[config.mk]
export PLATFORM = sky130hd
export DESIGN_NAME = yd_wb_arb
export DESIGN_NICKNAME = d
export VERILOG_FILES = /design/src/rtl/yd_wb_arb.sv
export SDC_FILE = /design/constraint.sdc
export NUM_CORES = 1
export LEC_CHECK = 0
export CAP_MARGIN = 20
export CORE_MARGIN = 5
export CORE_UTILIZATION = 65
export CTS_BUF_LIST = sky130_fd_sc_hd__clkbuf_8
export DETAILED_ROUTE_END_ITERATION = 16
export DONT_BUFFER_PORTS = 1
export PLACE_DENSITY = 0.8
export SLEW_MARGIN = 40
export SYNTH_ARGS = -nofsm -noshare
export SYNTH_HDL_FRONTEND = slang
export SYNTH_SLANG_ARGS = --single-unit
[constraint.sdc]
create_clock -name clk -period 3.5 [get_ports clk]
set_input_delay 0.35 -clock clk [delete_from_list [all_inputs] [get_ports clk]]
set_output_delay 0.35 -clock clk [all_outputs]
set_load 0.05 [all_outputs]
[src/rtl/yd_wb_arb.sv]
// ---------------------------------------------------------------------------
// yd_wb_arb -- write-back arbiter for a two-write-port register file.
//
// Three requesters offer (address, data) writes with a valid/ready handshake.
// Each cycle up to two eligible requests are granted and appear on the two
// register-file write ports one cycle later.
//
// Eligibility:
//   - address 4'h0 : always accepted and discarded (no port, no pointer move)
//   - address 4'hF : PC write, eligible only while jpc is high
//   - any other    : eligible whenever valid
// Two grants in the same cycle never target the same address.
//
// Configuration macro:
//   YD_WBA_RR_EN  defined   -> rotating priority starting at ptr; after a
//                              grant ptr moves one past the last port-granted
//                              requester.
//                 undefined -> fixed priority 0 > 1 > 2 (ptr held at 0).
//
// Ports:
//   clk        in   1   clock, all state updates on the rising edge
//   rst        in   1   synchronous active-high reset
//   jpc        in   1   pipeline-bubble flag, permits writes to address 4'hF
//   req_vld    in   3   per-requester request valid (bit i = requester i)
//   req_addr   in  12   per-requester address, bits [4i+3:4i]
//   req_data   in  48   per-requester data, bits [16i+15:16i]
//   req_rdy    out  3   per-requester accept (combinational)
//   waddr0/din0/we0  out 4/16/1  write port 0 (registered)
//   waddr1/din1/we1  out 4/16/1  write port 1 (registered)
//   stall_cnt  out 16   saturating count of cycles with a valid, unaccepted
//                       request
// ---------------------------------------------------------------------------
module yd_wb_arb (
    input  logic        clk,
    input  logic        rst,
    input  logic        jpc,
    input  logic [2:0]  req_vld,
    input  logic [11:0] req_addr,
    input  logic [47:0] req_data,
    output logic [2:0]  req_rdy,
    output logic [3:0]  waddr0,
    output logic [15:0] din0,
    output logic        we0,
    output logic [3:0]  waddr1,
    output logic [15:0] din1,
    output logic        we1,
    output logic [15:0] stall_cnt
);

    localparam logic [3:0]  ADDR_NULL = 4'h0;
    localparam logic [3:0]  ADDR_PC   = 4'hF;
    localparam logic [15:0] STALL_MAX = 16'hFFFF;

    // Reduce a value in 0..4 modulo 3.
    function automatic logic [1:0] wrap3(input logic [2:0] v);
        return (v >= 3'd3) ? 2'(v - 3'd3) : v[1:0];
    endfunction

    logic [1:0]  ptr;
    logic [1:0]  ptr_next;
    logic [2:0]  zero_addr;
    logic [2:0]  elig;
    logic [2:0]  grant;
    logic [1:0]  idx;
    logic        g0_vld;
    logic [1:0]  g0_idx;
    logic        g1_vld;
    logic [1:0]  g1_idx;
    logic [3:0]  g0_addr;
    logic [15:0] g0_data;
    logic [3:0]  g1_addr;
    logic [15:0] g1_data;
    logic        stall_event;

    // -----------------------------------------------------------------------
    // Per-requester classification.
    // -----------------------------------------------------------------------
    // NOTE: every signal driven from always_comb gets a default at the top of
    // the block; a path that leaves one unassigned would infer a latch.
    always_comb begin
        zero_addr = '0;
        elig      = '0;
        for (int i = 0; i < 3; i++) begin
            zero_addr[i] = (req_addr[4*i +: 4] == ADDR_NULL);
            elig[i]      = req_vld[i] && !zero_addr[i] &&
                           ((req_addr[4*i +: 4] != ADDR_PC) || jpc);
        end
    end

    // -----------------------------------------------------------------------
    // Grant selection: walk ptr, ptr+1, ptr+2. The first eligible request
    // takes port 0; the next eligible one whose address differs from the
    // port-0 winner takes port 1. Nothing is granted during reset.
    // -----------------------------------------------------------------------
    always_comb begin
        g0_vld = 1'b0;
        g0_idx = 2'd0;
        g1_vld = 1'b0;
        g1_idx = 2'd0;
        grant  = '0;
        idx    = 2'd0;
        for (int k = 0; k < 3; k++) begin
            idx = wrap3({1'b0, ptr} + 3'(k));
            if (elig[idx] && !rst) begin
                if (!g0_vld) begin
                    g0_vld     = 1'b1;
                    g0_idx     = idx;
                    grant[idx] = 1'b1;
                end else if (!g1_vld &&
                             (req_addr[{idx, 2'b00} +: 4] !=
                              req_addr[{g0_idx, 2'b00} +: 4])) begin
                    g1_vld     = 1'b1;
                    g1_idx     = idx;
                    grant[idx] = 1'b1;
                end
            end
        end
    end

    assign g0_addr = req_addr[{g0_idx, 2'b00} +: 4];
    assign g0_data = req_data[{g0_idx, 4'b0000} +: 16];
    assign g1_addr = req_addr[{g1_idx, 2'b00} +: 4];
    assign g1_data = req_data[{g1_idx, 4'b0000} +: 16];

    // Null-address requests are swallowed every cycle outside reset.
    assign req_rdy     = rst ? 3'b000 : (grant | zero_addr);
    assign stall_event = |(req_vld & ~req_rdy);

    // -----------------------------------------------------------------------
    // Priority pointer. Discarded null-address transfers never move it.
    // -----------------------------------------------------------------------
    always_comb begin
        ptr_next = ptr;
`ifdef YD_WBA_RR_EN
        if (g1_vld) begin
            ptr_next = wrap3({1'b0, g1_idx} + 3'd1);
        end else if (g0_vld) begin
            ptr_next = wrap3({1'b0, g0_idx} + 3'd1);
        end
`else
        ptr_next = 2'd0;
`endif
    end

    // -----------------------------------------------------------------------
    // Registered state. Ports without a grant drop we but keep addr/data.
    // -----------------------------------------------------------------------
    // NOTE: sequential state uses non-blocking assignments so every register
    // samples the pre-edge values, independent of statement order.
    always_ff @(posedge clk) begin
        if (rst) begin
            ptr       <= 2'd0;
            we0       <= 1'b0;
            waddr0    <= 4'h0;
            din0      <= 16'h0;
            we1       <= 1'b0;
            waddr1    <= 4'h0;
            din1      <= 16'h0;
            stall_cnt <= 16'h0;
        end else begin
            ptr <= ptr_next;
            we0 <= g0_vld;
            we1 <= g1_vld;
            if (g0_vld) begin
                waddr0 <= g0_addr;
                din0   <= g0_data;
            end
            if (g1_vld) begin
                waddr1 <= g1_addr;
                din1   <= g1_data;
            end
            if (stall_event && (stall_cnt != STALL_MAX)) begin
                stall_cnt <= stall_cnt + 16'd1;
            end
        end
    end

endmodule

==> flow_summary.json <==
{
  "clk_pin_slew_ns": 0.07,
  "die_h_um": 84.9,
  "yosysWarnings": 0,
  "synth_edf_count": 0,
  "hold_end": "stall_cnt[7]$_SDFFE_PP0P_",
  "ir_worst_vdd_mv": 0.318,
  "clock-sinks": 58,
  "grt_usage_pct": 25.7,
  "cts_buffers": 9,
  "final.fill_count": 428,
  "syn_area_um2": 3640,
  "hold_buffers": 0,
  "max_freq_mhz": 381,
  "vias": 3091,
  "drive_above_1_share_pct": 16.5,
  "io_buffers": 0,
  "dpl_cell_area_um2": 3690,
  "synth-seq-cells": 58,
  "synthArstFlopShare_pct": 0,
  "h-tree-depth": 3,
  "r2r_slack_ns": 0.88,
  "worstMarginPinSlew_ns": 0.650,
  "setup_violations": 0,
  "core-area_um2": 5470,
  "stdcell_area_um2": 3930,
  "final_cell_mix": "dfxtp_1 (58), mux2i_1 (53), nor2_1 (51)",
  "ys_seq_area_share_pct": 31.9,
  "pre_cts_ws_ns": 0.592,
  "die_area_um2": 7200,
  "num_rows": 27,
  "rsz0062_at_grt": "false",
  "wl_per_cell_um": 19.1,
  "post_drt_via_cell_ratio": 6.31,
  "min_period_ns": 2.62,
  "slew_headroom_pct": 56.6,
  "reg2regPathDepth": 8,
  "grt_pass1_vias": 3110,
  "start_kind": "register",
  "areaGrowthSynthToFinish_pct": 7.86,
  "top_level_ports": 127,
  "die_w_um": 84.9,
  "synthCells": 417,
  "first_pass_iters": 5,
  "holdCritStartpoint": "rst",
  "start_util_pct": 66.6,
  "rr_endpoint": "stall_cnt[9]$_SDFFE_PP0P_",
  "grt_start_max_net_pins": 67,
  "post_cts_resize_count": 0,
  "grt_pass1_wl_um": 15100,
  "path_class": "reg2reg",
  "fin_setup_tns_ns": 0,
  "drtIter0Drc": 223,
  "slew_viol_final": 0,
  "cts_tree": "built",
  "layout.nets": 480,
  "critPathMaxFanout": 6,
  "period_share_pct": 74.9,
  "holdCritPathClass": "in2reg",
  "hold_viol": 0,
  "drc": 0,
  "avgSynthCellArea_um2": 8.74,
  "clock_skew_ns": 0.00708,
  "final_common_cell": "dfxtp_1",
  "cap_violations": 0,
  "worstPathRequired_ns": 3.72,
  "ant_nets": 0,
  "ys_types": 50,
  "worstSkewPairLatency_ns": 0.34,
  "cp.arrival_ns": 2.84,
  "worst_slack_ns": 0.878,
  "cts-root-buf": "clkbuf_8",
  "post-cts-setup-buffers": 0,
  "syn_nets": 484,
  "finalWeightedCongestion": 0.908,
  "reg2reg_from": "stall_cnt[8]$_SDFFE_PP0P_",
  "clock_path_buffers": 2,
  "dp_hpwl_um": 6540,
  "antenna_cells": 0,
  "power.total_mw": 1.94,
  "holdPathStages": 1,
  "grt_overflow": 0,
  "status": "completed",
  "p_leak_nw": 1.59,
  "grt_antenna_before_repair": 0,
  "critPathCaptureType": "register",
  "synth_ff_type": "dfxtp_1",
  "drt-total-wl_um": 9340,
  "powerDensity_nw_per_um2": 494
}
-- worst max-delay path by stage --
| stage | slack [ns] | endpoint | cells after the start | from |
|---|---|---|---|---|
| floorplan | 0.70 | req_rdy[2] | 8 | req_addr[1] |
| global placement | 0.64 | stall_cnt[8]$_SDFFE_PP0P_ | 8 | req_addr[4] |
| detailed placement | 0.59 | stall_cnt[8]$_SDFFE_PP0P_ | 8 | req_addr[4] |
| CTS | 0.91 | stall_cnt[9]$_SDFFE_PP0P_ | 8 | stall_cnt[8]$_SDFFE_PP0P_ |
| global route | 0.68 | stall_cnt[9]$_SDFFE_PP0P_ | 8 | stall_cnt[8]$_SDFFE_PP0P_ |
| finish | 0.88 | stall_cnt[9]$_SDFFE_PP0P_ | 8 | stall_cnt[8]$_SDFFE_PP0P_ |
-- per-layer routing --
metal	wire, um	global-route usage (%)
met1	3610	29.6
met3	1080	11.8
met5	0	0
met2	4470	42.2
met4	178	9.06
-- area by class of cell --
type,count,area (um2),share of cell area [%]
tap,72,90.1,2.29
clock inverter,5,77.6,1.97
inverter,7,26.3,0.668
clock buffer,11,151,3.85
multi-input combinational,322,2310,58.8
timing repair buffer,15,113,2.86
sequential,58,1160,29.5
-- worst max-delay path: stages, from the launching register on --
cell and delay [ns]:
dfxtp_1 0.67, and3_1 0.34, nand4_1 0.28, nor3_1 0.53, nor2_1 0.22, nand3_1 0.13, a21oi_1 0.05, xnor2_1 0.21
nor2_1 0.08
-- synth_stat cells (3+ instances only) --
cell type,number,area [um2]
buf_2,6,30.0
o21ai_0,14,70.1
mux2_2,18,203
o22ai_1,3,18.8
xnor2_1,14,123
buf_4,3,22.5
and3_1,5,31.3
dfxtp_1,58,1160
nor3_1,4,20.0
a211oi_1,12,90.1
nand2b_1,20,125
nand2_1,23,86.3
mux2i_1,53,531
buf_6,3,33.8
nor2_1,52,195
clkbuf_1,16,60.1
inv_1,7,26.3
a21oi_2,3,26.3
nor3b_1,8,60.1
nand4_1,6,37.5
xor2_1,8,70.1
a21oi_1,40,200
nand3_1,9,45.0
-- cell families after synthesis --
family / share of synthesized area [%]
xor gates and xnor gates: 5.29
muxes: 20.4
DFF: 31.9
AOI/OAI and AO/OA: 17.3
adders and majority gates: 0.343
and+or+nand+nor: 19.9
buffers and inverters: 4.94
-- per-stage QoR --
| stage | instances | utilization [%] | hold WS (ns) |
|---|---|---|---|
| floorplan | 417 | - | 0.459 |
| global placement | 473 | 67.5 | 0.429 |
| detailed placement | 473 | 67.5 | 0.431 |
| CTS | 489 | 71.7 | 0.0644 |
| global route | 490 | 71.8 | 0.0630 |
| finish | 490 | 71.8 | 0.0825 |
-- power breakdown --
| group | total (mW) | leakage [nW] | internal (mW) | switching [mW] |
|---|---|---|---|---|
| Sequential | 0.961 | 0.478 | 0.718 | 0.243 |
| Combinational | 0.260 | 0.991 | 0.122 | 0.138 |
| Clock | 0.720 | 0.121 | 0.437 | 0.283 |
| Total | 1.94 | 1.59 | 1.28 | 0.664 |
-- flip-flops by register name, summed over array words and instances (netlist names) --
signal	count
din0	16
din1	16
stall_cnt	16
waddr0	4
waddr1	4
we0	1
we1	1
No activity file was read; power rests on OpenSTA's default activity.
